`src/rtl/overlay_pkg.sv`:
```
// Shared types and defaults for the overlay SDRAM fetch scheduler.
package overlay_pkg;

    localparam int unsigned DEF_ADDR_W = 24;
    localparam int unsigned WORD_W     = 16;
    localparam int unsigned ENTRY_W    = 32;

    typedef enum logic [1:0] {
        IDLE = 2'd0,
        WR   = 2'd1,
        RD   = 2'd2
    } state_t;

    typedef struct packed {
        logic [3:0] a;
        logic [3:0] b;
        logic [3:0] g;
        logic [3:0] r;
    } pixel_t;

endpackage

```
`src/rtl/overlay_fetch_sched_if.sv`:
```
// SDRAM channel request/acknowledge bundle between the scheduler and the memory port.
interface overlay_fetch_sched_if #(
    parameter int unsigned ADDR_W = overlay_pkg::DEF_ADDR_W
);
    logic                               mem_req;
    logic                               mem_rnw;
    logic [ADDR_W-1:0]                  mem_addr;
    logic [overlay_pkg::WORD_W-1:0]     mem_din;
    logic                               mem_ack;
    logic [overlay_pkg::ENTRY_W-1:0]    mem_dout;

    modport master (output mem_req, mem_rnw, mem_addr, mem_din, input mem_ack, mem_dout);
    modport slave  (input mem_req, mem_rnw, mem_addr, mem_din, output mem_ack, mem_dout);
endinterface

```
`src/rtl/overlay_prefetch_fifo.sv`:
```
// Prefetch FIFO: flop storage, synchronous flush, head read straight from the storage flops.
module overlay_prefetch_fifo #(
    parameter int unsigned DEPTH = 4,
    parameter int unsigned WIDTH = 32
) (
    input  logic                   clk,
    input  logic                   rst_n,
    input  logic                   flush,
    input  logic                   push,
    input  logic [WIDTH-1:0]       push_data,
    input  logic                   pop,
    output logic [WIDTH-1:0]       head,
    output logic [$clog2(DEPTH):0] count,
    output logic                   empty,
    output logic                   full
);
    localparam int unsigned PTR_W = $clog2(DEPTH);
    localparam int unsigned CNT_W = PTR_W + 1;

    logic [WIDTH-1:0] mem [DEPTH];
    logic [PTR_W-1:0] rd_ptr, wr_ptr;
    logic             do_push, do_pop;

    assign empty   = (count == '0);
    assign full    = (count == CNT_W'(DEPTH));
    assign do_push = push && !full;
    assign do_pop  = pop && !empty;
    assign head    = mem[rd_ptr];

    always_ff @(posedge clk) begin
        if (do_push && !flush) mem[wr_ptr] <= push_data;
    end

    // Flush wins over any push or pop in the same cycle.
    always_ff @(posedge clk or negedge rst_n) begin
        if (!rst_n) begin
            rd_ptr <= '0;
            wr_ptr <= '0;
            count  <= '0;
        end else if (flush) begin
            rd_ptr <= '0;
            wr_ptr <= '0;
            count  <= '0;
        end else begin
            if (do_push) wr_ptr <= wr_ptr + PTR_W'(1);
            if (do_pop)  rd_ptr <= rd_ptr + PTR_W'(1);
            case ({do_push, do_pop})
                2'b10:   count <= count + CNT_W'(1);
                2'b01:   count <= count - CNT_W'(1);
                default: count <= count;
            endcase
        end
    end
endmodule

```
`src/rtl/overlay_fetch_sched.sv`:
```
// Overlay SDRAM channel sequencer: paired-byte download writes plus read-ahead pixel prefetch.
module overlay_fetch_sched
    import overlay_pkg::*;
#(
    parameter int unsigned FIFO_DEPTH = 4,
    parameter int unsigned ADDR_W     = DEF_ADDR_W
) (
    input  logic                  clk_sys,
    input  logic                  reset_n,
    input  logic                  rom_dl,
    input  logic                  bg_dl,
    input  logic                  dl_wr,
    input  logic [24:0]           dl_addr,
    input  logic [7:0]            dl_data,
    input  logic                  sdram_present,
    input  logic                  ce_pix,
    input  logic                  de,
    input  logic                  vs,
    overlay_fetch_sched_if.master mem,
    output pixel_t                pix,
    output logic                  overlay_valid,
    output logic                  underflow
);
    localparam int unsigned CNT_W = $clog2(FIFO_DEPTH) + 1;

    state_t              state, state_next;
    logic                vs_d, bg_dl_d, flush, bg_rise, bg_fall, prefetch_en;
    logic [7:0]          even_byte;
    logic                wr_pend, odd_wr;
    logic [ADDR_W-1:0]   wr_addr, pend_addr, fetch_ptr;
    logic [WORD_W-1:0]   wr_data, pend_data;
    logic                drop, half, rd_room;
    logic                wr_go, rd_go, ack_wr, ack_rd;
    logic                pop_cycle, fifo_push, fifo_pop, fifo_empty, fifo_full;
    logic [CNT_W-1:0]    fifo_count;
    logic [ENTRY_W-1:0]  fifo_head;

    assign flush       = vs && !vs_d;
    assign bg_rise     = bg_dl && !bg_dl_d;
    assign bg_fall     = !bg_dl && bg_dl_d;
    assign prefetch_en = overlay_valid && !bg_dl;
    assign odd_wr      = dl_wr && bg_dl && dl_addr[0];
    // An odd byte arriving in IDLE is issued directly, without waiting a cycle in the pending slot.
    assign pend_addr   = odd_wr ? ADDR_W'(dl_addr[24:1]) : wr_addr;
    assign pend_data   = odd_wr ? {dl_data, even_byte} : wr_data;
    assign rd_room     = (32'(fifo_count) + 32'(state == RD)) < 32'(FIFO_DEPTH);
    assign pop_cycle   = ce_pix && de && prefetch_en && !flush;
    assign fifo_pop    = pop_cycle && !fifo_empty && half;
    assign fifo_push   = ack_rd && !drop && !bg_rise && !fifo_full;

    always_ff @(posedge clk_sys or negedge reset_n) begin
        if (!reset_n) state <= IDLE;
        else          state <= state_next;
    end

    always_comb begin
        state_next = state;
        wr_go      = 1'b0;
        rd_go      = 1'b0;
        ack_wr     = 1'b0;
        ack_rd     = 1'b0;
        case (state)
            IDLE: begin
                if (wr_pend || odd_wr) begin
                    state_next = WR;
                    wr_go      = 1'b1;
                end else if (prefetch_en && rd_room && !flush) begin
                    state_next = RD;
                    rd_go      = 1'b1;
                end
            end
            WR: if (mem.mem_ack) begin
                state_next = IDLE;
                ack_wr     = 1'b1;
            end
            RD: if (mem.mem_ack) begin
                state_next = IDLE;
                ack_rd     = 1'b1;
            end
            default: state_next = IDLE;
        endcase
    end

    // Request bus: loaded on issue, held until the ack.
    always_ff @(posedge clk_sys or negedge reset_n) begin
        if (!reset_n) begin
            mem.mem_req  <= 1'b0;
            mem.mem_rnw  <= 1'b0;
            mem.mem_addr <= '0;
            mem.mem_din  <= '0;
        end else if (wr_go) begin
            mem.mem_req  <= 1'b1;
            mem.mem_rnw  <= 1'b0;
            mem.mem_addr <= pend_addr;
            mem.mem_din  <= pend_data;
        end else if (rd_go) begin
            mem.mem_req  <= 1'b1;
            mem.mem_rnw  <= 1'b1;
            mem.mem_addr <= fetch_ptr;
        end else if (ack_wr || ack_rd) begin
            mem.mem_req  <= 1'b0;
        end
    end

    always_ff @(posedge clk_sys or negedge reset_n) begin
        if (!reset_n) begin
            vs_d          <= 1'b0;
            bg_dl_d       <= 1'b0;
            even_byte     <= '0;
            wr_pend       <= 1'b0;
            wr_addr       <= '0;
            wr_data       <= '0;
            overlay_valid <= 1'b0;
            fetch_ptr     <= '0;
            drop          <= 1'b0;
        end else begin
            vs_d    <= vs;
            bg_dl_d <= bg_dl;
            if (dl_wr && bg_dl && !dl_addr[0]) even_byte <= dl_data;
            if (odd_wr) begin
                wr_pend <= 1'b1;
                wr_addr <= pend_addr;
                wr_data <= pend_data;
            end else if (ack_wr) begin
                wr_pend <= 1'b0;
            end
            if (rom_dl)                        overlay_valid <= 1'b0;
            else if (bg_fall && sdram_present) overlay_valid <= 1'b1;
            if (flush)      fetch_ptr <= '0;
            else if (rd_go) fetch_ptr <= fetch_ptr + ADDR_W'(2);
            // A read in flight is never abandoned; its data is just discarded on the ack.
            if (ack_rd)                                drop <= 1'b0;
            else if (state == RD && (flush || bg_rise)) drop <= 1'b1;
        end
    end

    always_ff @(posedge clk_sys or negedge reset_n) begin
        if (!reset_n) begin
            pix       <= '0;
            half      <= 1'b0;
            underflow <= 1'b0;
        end else begin
            if (!prefetch_en)   pix <= '0;
            else if (pop_cycle) pix <= fifo_empty ? pixel_t'(16'h0)
                                      : (half ? pixel_t'(fifo_head[31:16]) : pixel_t'(fifo_head[15:0]));
            if (flush)                          half <= 1'b0;
            else if (pop_cycle && !fifo_empty)  half <= !half;
            if (flush)                                             underflow <= 1'b0;
            else if ((pop_cycle && fifo_empty) || (odd_wr && wr_pend)) underflow <= 1'b1;
        end
    end

    overlay_prefetch_fifo #(
        .DEPTH (FIFO_DEPTH),
        .WIDTH (ENTRY_W)
    ) u_fifo (
        .clk       (clk_sys),
        .rst_n     (reset_n),
        .flush     (flush),
        .push      (fifo_push),
        .push_data (mem.mem_dout),
        .pop       (fifo_pop),
        .head      (fifo_head),
        .count     (fifo_count),
        .empty     (fifo_empty),
        .full      (fifo_full)
    );
endmodule

```
`src/flat_wrapper.sv`:
```
// flat-port wrapper written by rule: the top's interface ports become plain ports
module overlay_fetch_sched_flat import overlay_pkg::*;
#(
    parameter int unsigned FIFO_DEPTH = 4,
    parameter int unsigned ADDR_W     = DEF_ADDR_W
)
  (clk_sys, reset_n, rom_dl, bg_dl, dl_wr, dl_addr, dl_data, sdram_present, ce_pix, de, vs, pix, overlay_valid, underflow, mem_mem_req, mem_mem_rnw, mem_mem_addr, mem_mem_din, mem_mem_ack, mem_mem_dout);
  overlay_fetch_sched_if #(.ADDR_W(ADDR_W)) mem_i ();
  input  logic clk_sys;
  input  logic reset_n;
  input  logic rom_dl;
  input  logic bg_dl;
  input  logic dl_wr;
  input  logic [24:0] dl_addr;
  input  logic [7:0] dl_data;
  input  logic sdram_present;
  input  logic ce_pix;
  input  logic de;
  input  logic vs;
  output pixel_t pix;
  output logic overlay_valid;
  output logic underflow;
  output wire logic [$bits(mem_i.mem_req)-1:0] mem_mem_req;
  output wire logic [$bits(mem_i.mem_rnw)-1:0] mem_mem_rnw;
  output wire logic [$bits(mem_i.mem_addr)-1:0] mem_mem_addr;
  output wire logic [$bits(mem_i.mem_din)-1:0] mem_mem_din;
  input wire logic [$bits(mem_i.mem_ack)-1:0] mem_mem_ack;
  input wire logic [$bits(mem_i.mem_dout)-1:0] mem_mem_dout;
  assign mem_mem_req = mem_i.mem_req;
  assign mem_mem_rnw = mem_i.mem_rnw;
  assign mem_mem_addr = mem_i.mem_addr;
  assign mem_mem_din = mem_i.mem_din;
  assign mem_i.mem_ack = mem_mem_ack;
  assign mem_i.mem_dout = mem_mem_dout;
  overlay_fetch_sched #(.FIFO_DEPTH(FIFO_DEPTH), .ADDR_W(ADDR_W)) u_core (.clk_sys(clk_sys), .reset_n(reset_n), .rom_dl(rom_dl), .bg_dl(bg_dl), .dl_wr(dl_wr), .dl_addr(dl_addr), .dl_data(dl_data), .sdram_present(sdram_present), .ce_pix(ce_pix), .de(de), .vs(vs), .mem(mem_i), .pix(pix), .overlay_valid(overlay_valid), .underflow(underflow));
endmodule
```
`config.mk`:
```
export PLATFORM = sky130hd
export DESIGN_NAME = overlay_fetch_sched_flat
export DESIGN_NICKNAME = d
export VERILOG_FILES = /design/src/rtl/overlay_pkg.sv /design/src/rtl/overlay_fetch_sched_if.sv /design/src/rtl/overlay_prefetch_fifo.sv /design/src/rtl/overlay_fetch_sched.sv /design/src/flat_wrapper.sv
export SDC_FILE = /design/constraint.sdc
export NUM_CORES = 1
export LEC_CHECK = 0
export ABC_CLOCK_PERIOD_IN_PS = 3900
export BUFFER_PORTS_ARGS = -buffer_cell sky130_fd_sc_hd__buf_2
export CAP_MARGIN = 10
export CORE_MARGIN = 1
export CORE_UTILIZATION = 30
export CTS_CLUSTER_SIZE = 14
export DETAILED_ROUTE_END_ITERATION = 10
export PLACE_DENSITY = 0.54
export SLEW_MARGIN = 20
export SYNTH_ARGS = -nofsm -noshare
export SYNTH_HDL_FRONTEND = slang
export SYNTH_HIERARCHICAL = 1
export SYNTH_SLANG_ARGS = --single-unit
```
`constraint.sdc`:
```
create_clock -name clk_sys -period 3.9 [get_ports clk_sys]
set_clock_uncertainty 0.1 [all_clocks]
set_input_delay 0.39 -clock clk_sys [delete_from_list [all_inputs] [get_ports clk_sys]]
set_output_delay 0.39 -clock clk_sys [all_outputs]
set_load 0.01 [all_outputs]
```
[Word-level counts from Yosys, hierarchy flattened]
Memories as Yosys holds them, arrays and structs flattened.
Index checks and enable logic that the tools add are counted.
Word-level totals
  output and inout bits: 60
  memories: 1
  bits in writable memories: 128
  register bits after elaboration: 146
Operators by class
  $lt $le $gt $ge: 1
  reductions and logical operators: 53
  equal/unequal tests: 8
  mux-type cells: 45
  add/sub/neg operators: 6
Memory list
  u_core.u_fifo.mem: depth 4, width 32, read ports 1, clocked after Yosys merged registers in 0, wr ports 1, RTL line overlay_prefetch_fifo.sv:20  | logic [WIDTH-1:0] mem [DEPTH];
Operators with widths (count)
  24-bit two-way mux: 5
  16-bit two-way mux: 5
  32-bit by 3-bit < comparator with 1-bit output (second input constant): 1
  1-bit two-way mux: 25
  24-bit by 2-bit adder with 24-bit output (second input constant): 1
  1-bit logical AND: 24
  2-bit nonzero test: 9
  2-bit two-way mux: 7
  1-bit zero test: 10
  3-bit one-hot mux with 2 select lines: 1
  3-bit nonzero test: 2
  2-bit by 1-bit adder with 2-bit output (second input constant): 2
  3-bit by 1-bit adder with 4-bit output: 1
  2-bit by 1-bit equality test with 1-bit output (second input constant): 2
  2-bit equality test (second input constant): 2
  1-bit logical OR: 4
  2-bit one-hot mux with 2 select lines: 1
  3-bit by 1-bit adder with 3-bit output (second input constant): 1
  3-bit equality test (second input constant): 1
  3-bit zero test: 1
  3-bit two-way mux: 1
  3-bit by 1-bit != test with 1-bit output (second input constant): 1
  3-bit by 1-bit subtractor with 3-bit output (second input constant): 1
  2-bit zero test: 1
  4 further kinds: 4

[Logic depth before layout (Yosys ltp)]
  depth after elaboration: 10
  depth in mapped cells: 13

[By module]
Netlist, hierarchy kept.
Modules (own cells, without submodules)
  overlay_fetch_sched: times used 1, cells an instance 535, seq. area each 3453.3 um2, area an instance 6088.3 um2
  overlay_prefetch_fifo: times used 1, cells an instance 232, seq. area each 4018.9 um2, area an instance 5190.0 um2

[Worst setup path before layout]
Ideal clock, no wire load.
  path kind: register to register
  start: register u_core.u_fifo.count[1]
  end: register u_core.u_fifo.count[1]
  buffers on the path: 4
  setup time: 0.125 ns
  data arrival time: 2.813 ns
  path slack: 0.862 ns
  data required time: 3.675 ns
  cell stages (with the launch flop): 14
  path through: dfrtp_1 clkbuf_1 or2_2 nor2_1 or4_1 clkbuf_1 clkbuf_1 nor2_1 buf_4 o31ai_1 a21oi_1 fa_1 a31oi_1 a2111oi_0
Between the ends
  longest elaborated chain between the ends: 8
Ends and longest elaborated chain
  start, declared: RTL line overlay_prefetch_fifo.sv:13  | output logic [$clog2(DEPTH):0] count,
  start signal, assigned: RTL line overlay_prefetch_fifo.sv:48  | 2'b10: count <= count + CNT_W'(1);
  start signal, assigned: RTL line overlay_prefetch_fifo.sv:49  | 2'b01: count <= count - CNT_W'(1);
  start signal, assigned: RTL line overlay_prefetch_fifo.sv:50  | default: count <= count;
  3-bit zero test *: RTL line overlay_prefetch_fifo.sv:24  | assign empty = (count == '0);
  named net u_core.fifo_empty: RTL line overlay_fetch_sched.sv:34  | logic pop_cycle, fifo_push, fifo_pop, fifo_empty, fifo_full;
  1-bit zero test *: RTL line overlay_fetch_sched.sv:48  | assign fifo_pop = pop_cycle && !fifo_empty && half;
  1-bit logical AND * (2 in a row): RTL line overlay_fetch_sched.sv:48
  named net u_core.fifo_pop: RTL line overlay_fetch_sched.sv:34
  1-bit logical AND *: RTL line overlay_prefetch_fifo.sv:27  | assign do_pop = pop && !empty;
  2-bit by 1-bit equality test with 1-bit output or 2-bit equality test (tied branches): RTL line overlay_prefetch_fifo.sv:47  | case ({do_push, do_pop})
  3-bit one-hot mux with 2 select lines: RTL line overlay_prefetch_fifo.sv:47
  3-bit two-way mux: RTL line overlay_prefetch_fifo.sv:40  | end else if (flush) begin
The timed path passes the listed nets; every way through them passes the cells marked *.
A chain may end at the register's enable or synchronous reset.

[Worst setup path after layout]
  start: register u_core.u_fifo.count[0]
  end: register u_core.u_fifo.count[1]
Same word-level chain as after synthesis.

==> flow_metrics.py <==
metrics = {
    "run_status": {
        "status": "finished, final reports clean",
    },
    "logic_synthesis": {
        "synth_cells": 767,
        "ys_seq_elements": 273,
        "synth_area_per_cell_um2": 14.7,
        "syn_nets": 851,
        "ys_types": 51,
        "synthTopCellsByArea": "edfxtp_1, dfrtp_1, mux2_2, mux4_2, mux2i_1",
        "synth-async-reset-ratio_pct": 53.1,
        "synth_top_area_share_pct": 34.1,
        "netlist_area_mm2": 0.0113,
        "synth_warnings": 6,
        "synth_top_area_cell": "edfxtp_1",
        "synth-edff-count": 128,
        "yosysSeqAreaShare_pct": 66.3,
        "synth_ff_type": "dfrtp_1",
    },
    "layout": {
        "final_cell_mix": "dfrtp_1, buf_2, edfxtp_1, dlygate4sd3_1, mux2_2",
        "nets": 1054,
        "syn_to_final_growth_pct": 26.1,
        "drive_above_1_share_pct": 31.6,
        "final_common_cell": "dfrtp_1",
    },
    "sta": {
        "slew-limit-headroom_pct": 44.1,
        "rsz0062_at_grt": "no",
        "hold_viol_final": 0,
        "fin_ws_ns": 0.744,
        "tightest_slew_ns": 0.838,
        "fin_crit_sh_pct": 80.9,
        "finalCriticalPeriod_ns": 3.16,
        "setup_tns_ns": 0,
        "fmaxAchievable_mhz": 317,
        "setup_violations": 0,
        "drv_slew": 0,
    },
    "clock_tree": {
        "clock_path_buffers": 3,
        "cts.sinks": 273,
        "clk_pin_slew_ns": 0.06,
        "clock_latency_ns": 0.54,
        "postCtsHoldBufs": 66,
        "post_cts_buffers": 0,
        "cts-resized-gates": 0,
        "h-tree-depth": 1,
        "cts_buffers": 30,
        "cts_tree": "yes",
        "root_buffer": "clkbuf_16",
    },
    "die": {
        "rows": 70,
        "dieArea_mm2": 0.0384,
        "ioPinCount": 135,
        "start_util_pct": 30.7,
        "die_h_um": 196,
        "core_mm2": 0.0368,
        "fp.dieW_um": 196,
    },
    "worst_setup_path": {
        "cpPeakStageDelay_ns": 0.59,
        "crit_type": "reg -> reg",
        "cp_common_cell": "nor2_1",
        "cp_cell_sequence": "or2_2, nor2_1, or4_1, nor2_1, o31ai_1, a21oi_1, fa_1, a31oi_1, a2111oi_0",
        "cp.arrival_ns": 3.46,
        "cp-end-kind": "register",
        "required_ns": 4.21,
        "cp_slowest_cell": "dfrtp_1",
        "critPathLaunchType": "register",
        "crit_family": "simple AND/OR/NAND/NOR gates",
        "path_buf_inv": 0,
        "worstPathMaxFanout": 13,
    },
    "placed_design": {
        "gp_congestion": 0.772,
        "portBuffers": 134,
        "dp_hpwl_mm": 15.8,
        "pre_cts_slack_ns": 0.789,
    },
    "power_and_ir_drop": {
        "intPower_uw": 5810,
        "p_per_area_mw_per_mm2": 551,
        "power_uw": 7840,
        "p_seq_share_pct": 45.1,
        "power_switching_uw": 2030,
        "clkPwrFrac_pct": 37.5,
        "swShare_pct": 25.8,
        "combPwrFrac_pct": 17.4,
        "power.leakage_uw": 0.00541,
        "ir_drop_v": 0.000315,
    },
    "global_routing": {
        "grt.overflow.total": 0,
        "grt_util_all_layers_pct": 13.4,
        "grt_pass1_vias": 7342,
        "antenna_found_initial": 2,
        "grt_pass1_wl_mm": 40.7,
        "grt_max_degree": 64,
    },
    "route": {
        "avgViaCountPerCell": 4.88,
        "route.detailed.drc": 0,
        "vias": 7139,
        "wl_per_cell_um": 17.5,
        "routed_wl_mm": 25.6,
        "dr.pass1.iters": 5,
        "drt_iter0_drc": 366,
        "drtAntennaViolNets": 0,
    },
    "hold_path": {
        "hold_class": "in -> reg",
    },
    "flow_run": {
        "maxCapViolCount": 0,
    },
}
==> worst reg2reg max path: cells and delay by family, from the launching register on <==
family	cells	cell delay, ns
AO/OA/AOI/OAI	4	0.63
adder cells (fa/ha/maj)	1	0.46
flip-flops	1	0.59
AND/OR/NAND/NOR	4	1.23
==> path summary, 6_finish.rpt <==
kind                                   startpoint                endpoint  slack [ns]  depth (start not counted)
setup / recovery           u_core/u_fifo/count[0]  u_core/u_fifo/count[1]        0.74                          9
hold / removal                        dl_addr[21]      u_core/wr_addr[20]        0.03                          2
setup reg to reg           u_core/u_fifo/count[0]  u_core/u_fifo/count[1]        0.74                          9
hold reg to reg                    u_core/pix[11]          u_core/pix[11]        0.38                          2
max in group asynchronous                 reset_n       u_core/wr_addr[5]        2.48                          3
min in group asynchronous                 reset_n  u_core/mem.mem_din[12]        0.31                          2
==> per-stage QoR <==
stage | hold slack [ns] | util [%] | cell area, um^2 | cells
floorplan | -0.00559 | - | 11300 | 767
global placement | 0.348 | 34.0 | 12500 | 1340
detailed placement | 0.344 | 34.0 | 12500 | 1340
CTS | 0.000581 | 38.6 | 14200 | 1462
global route | 0.0178 | 38.7 | 14200 | 1464
finish | 0.0262 | 38.7 | 14200 | 1464
==> flip-flops by register name, indices dropped and copies added (netlist names) <==
register              count
u_core/overlay_valid      1
u_core/mem.mem_addr      24
u_core/mem.mem_din       16
u_core/u_fifo/mem       128
u_core/wr_addr           24
u_core/even_byte          8
u_core/drop               1
u_core/u_fifo/count       3
u_core/u_fifo/rd_ptr      2
u_core/pix               16
u_core/mem.mem_req        1
u_core/underflow          1
u_core/u_fifo/wr_ptr      2
u_core/bg_dl_d            1
u_core/vs_d               1
u_core/mem.mem_rnw        1
u_core/wr_pend            1
u_core/state              2
u_core/fetch_ptr         23
u_core/half               1
u_core/wr_data           16
==> cell type report <==
type                    count  area (um^2)
diodes                      2         5.00
clock buffers              44          885
clock inverters            12          166
fillers                  3471        22600
inverters                  13         48.8
multi-input cells         431         3550
flip-flops and latches    273         7470
well taps                 468          586
repair buffers            221         1510
==> cells in the mapped netlist (2+ instances only) <==
library cell and count:
a2111oi_0 2, a21boi_0 2, a21oi_1 16, a31oi_1 27, and2_1 6, and3_1 4
and4_1 4, buf_1 2, buf_2 14, buf_4 4, buf_6 2, clkbuf_1 28
dfrtp_1 145, edfxtp_1 128, ha_1 8, inv_1 13, mux2_2 65, mux2i_1 32
mux4_2 32, nand2_1 46, nand2b_1 13, nand3_1 33, nand3b_1 3, nand4_1 7
nor2_1 30, nor3_1 3, nor4_1 14, nor4_2 2, o21ai_0 47, o31ai_1 6
or3_1 2, or4_1 7, xor2_1 2
==> power groups by stage <==
stage	Combinational (uW)	Clock, uW	Sequential, uW
after floorplan	688	0	3660
after global placement	1310	0	3580
after detailed placement	1320	0	3590
after CTS	1380	3020	3540
after global routing	1510	3120	3580
final	1360	2940	3530
==> cell families (layout without fill, tap and decap cells) <==
| group | after synthesis | after routing | share of synthesized area [%] |
|---|---|---|---|
| other | 0 | 2 | 0 |
| AO/OA/AOI/OAI | 111 | 111 | 5.87 |
| flip-flops | 273 | 273 | 66.3 |
| adder cells (fa/ha/maj) | 9 | 9 | 1.07 |
| XOR/XNOR | 3 | 3 | 0.233 |
| AND/OR/NAND/NOR | 179 | 179 | 8.34 |
| buffers and inverters | 63 | 290 | 2.52 |
| multiplexers | 129 | 129 | 15.7 |
==> layer usage <==
layer | part of all wire (%) | global-route usage [%] | wire length, um
met5 | 0 | 0 | 0
met4 | 2.2 | 3.79 | 574
met3 | 5.3 | 2.99 | 1370
met2 | 45 | 21.3 | 11500
met1 | 47 | 18.4 | 12100
Note: power is estimated with default switching activity, not from simulation.
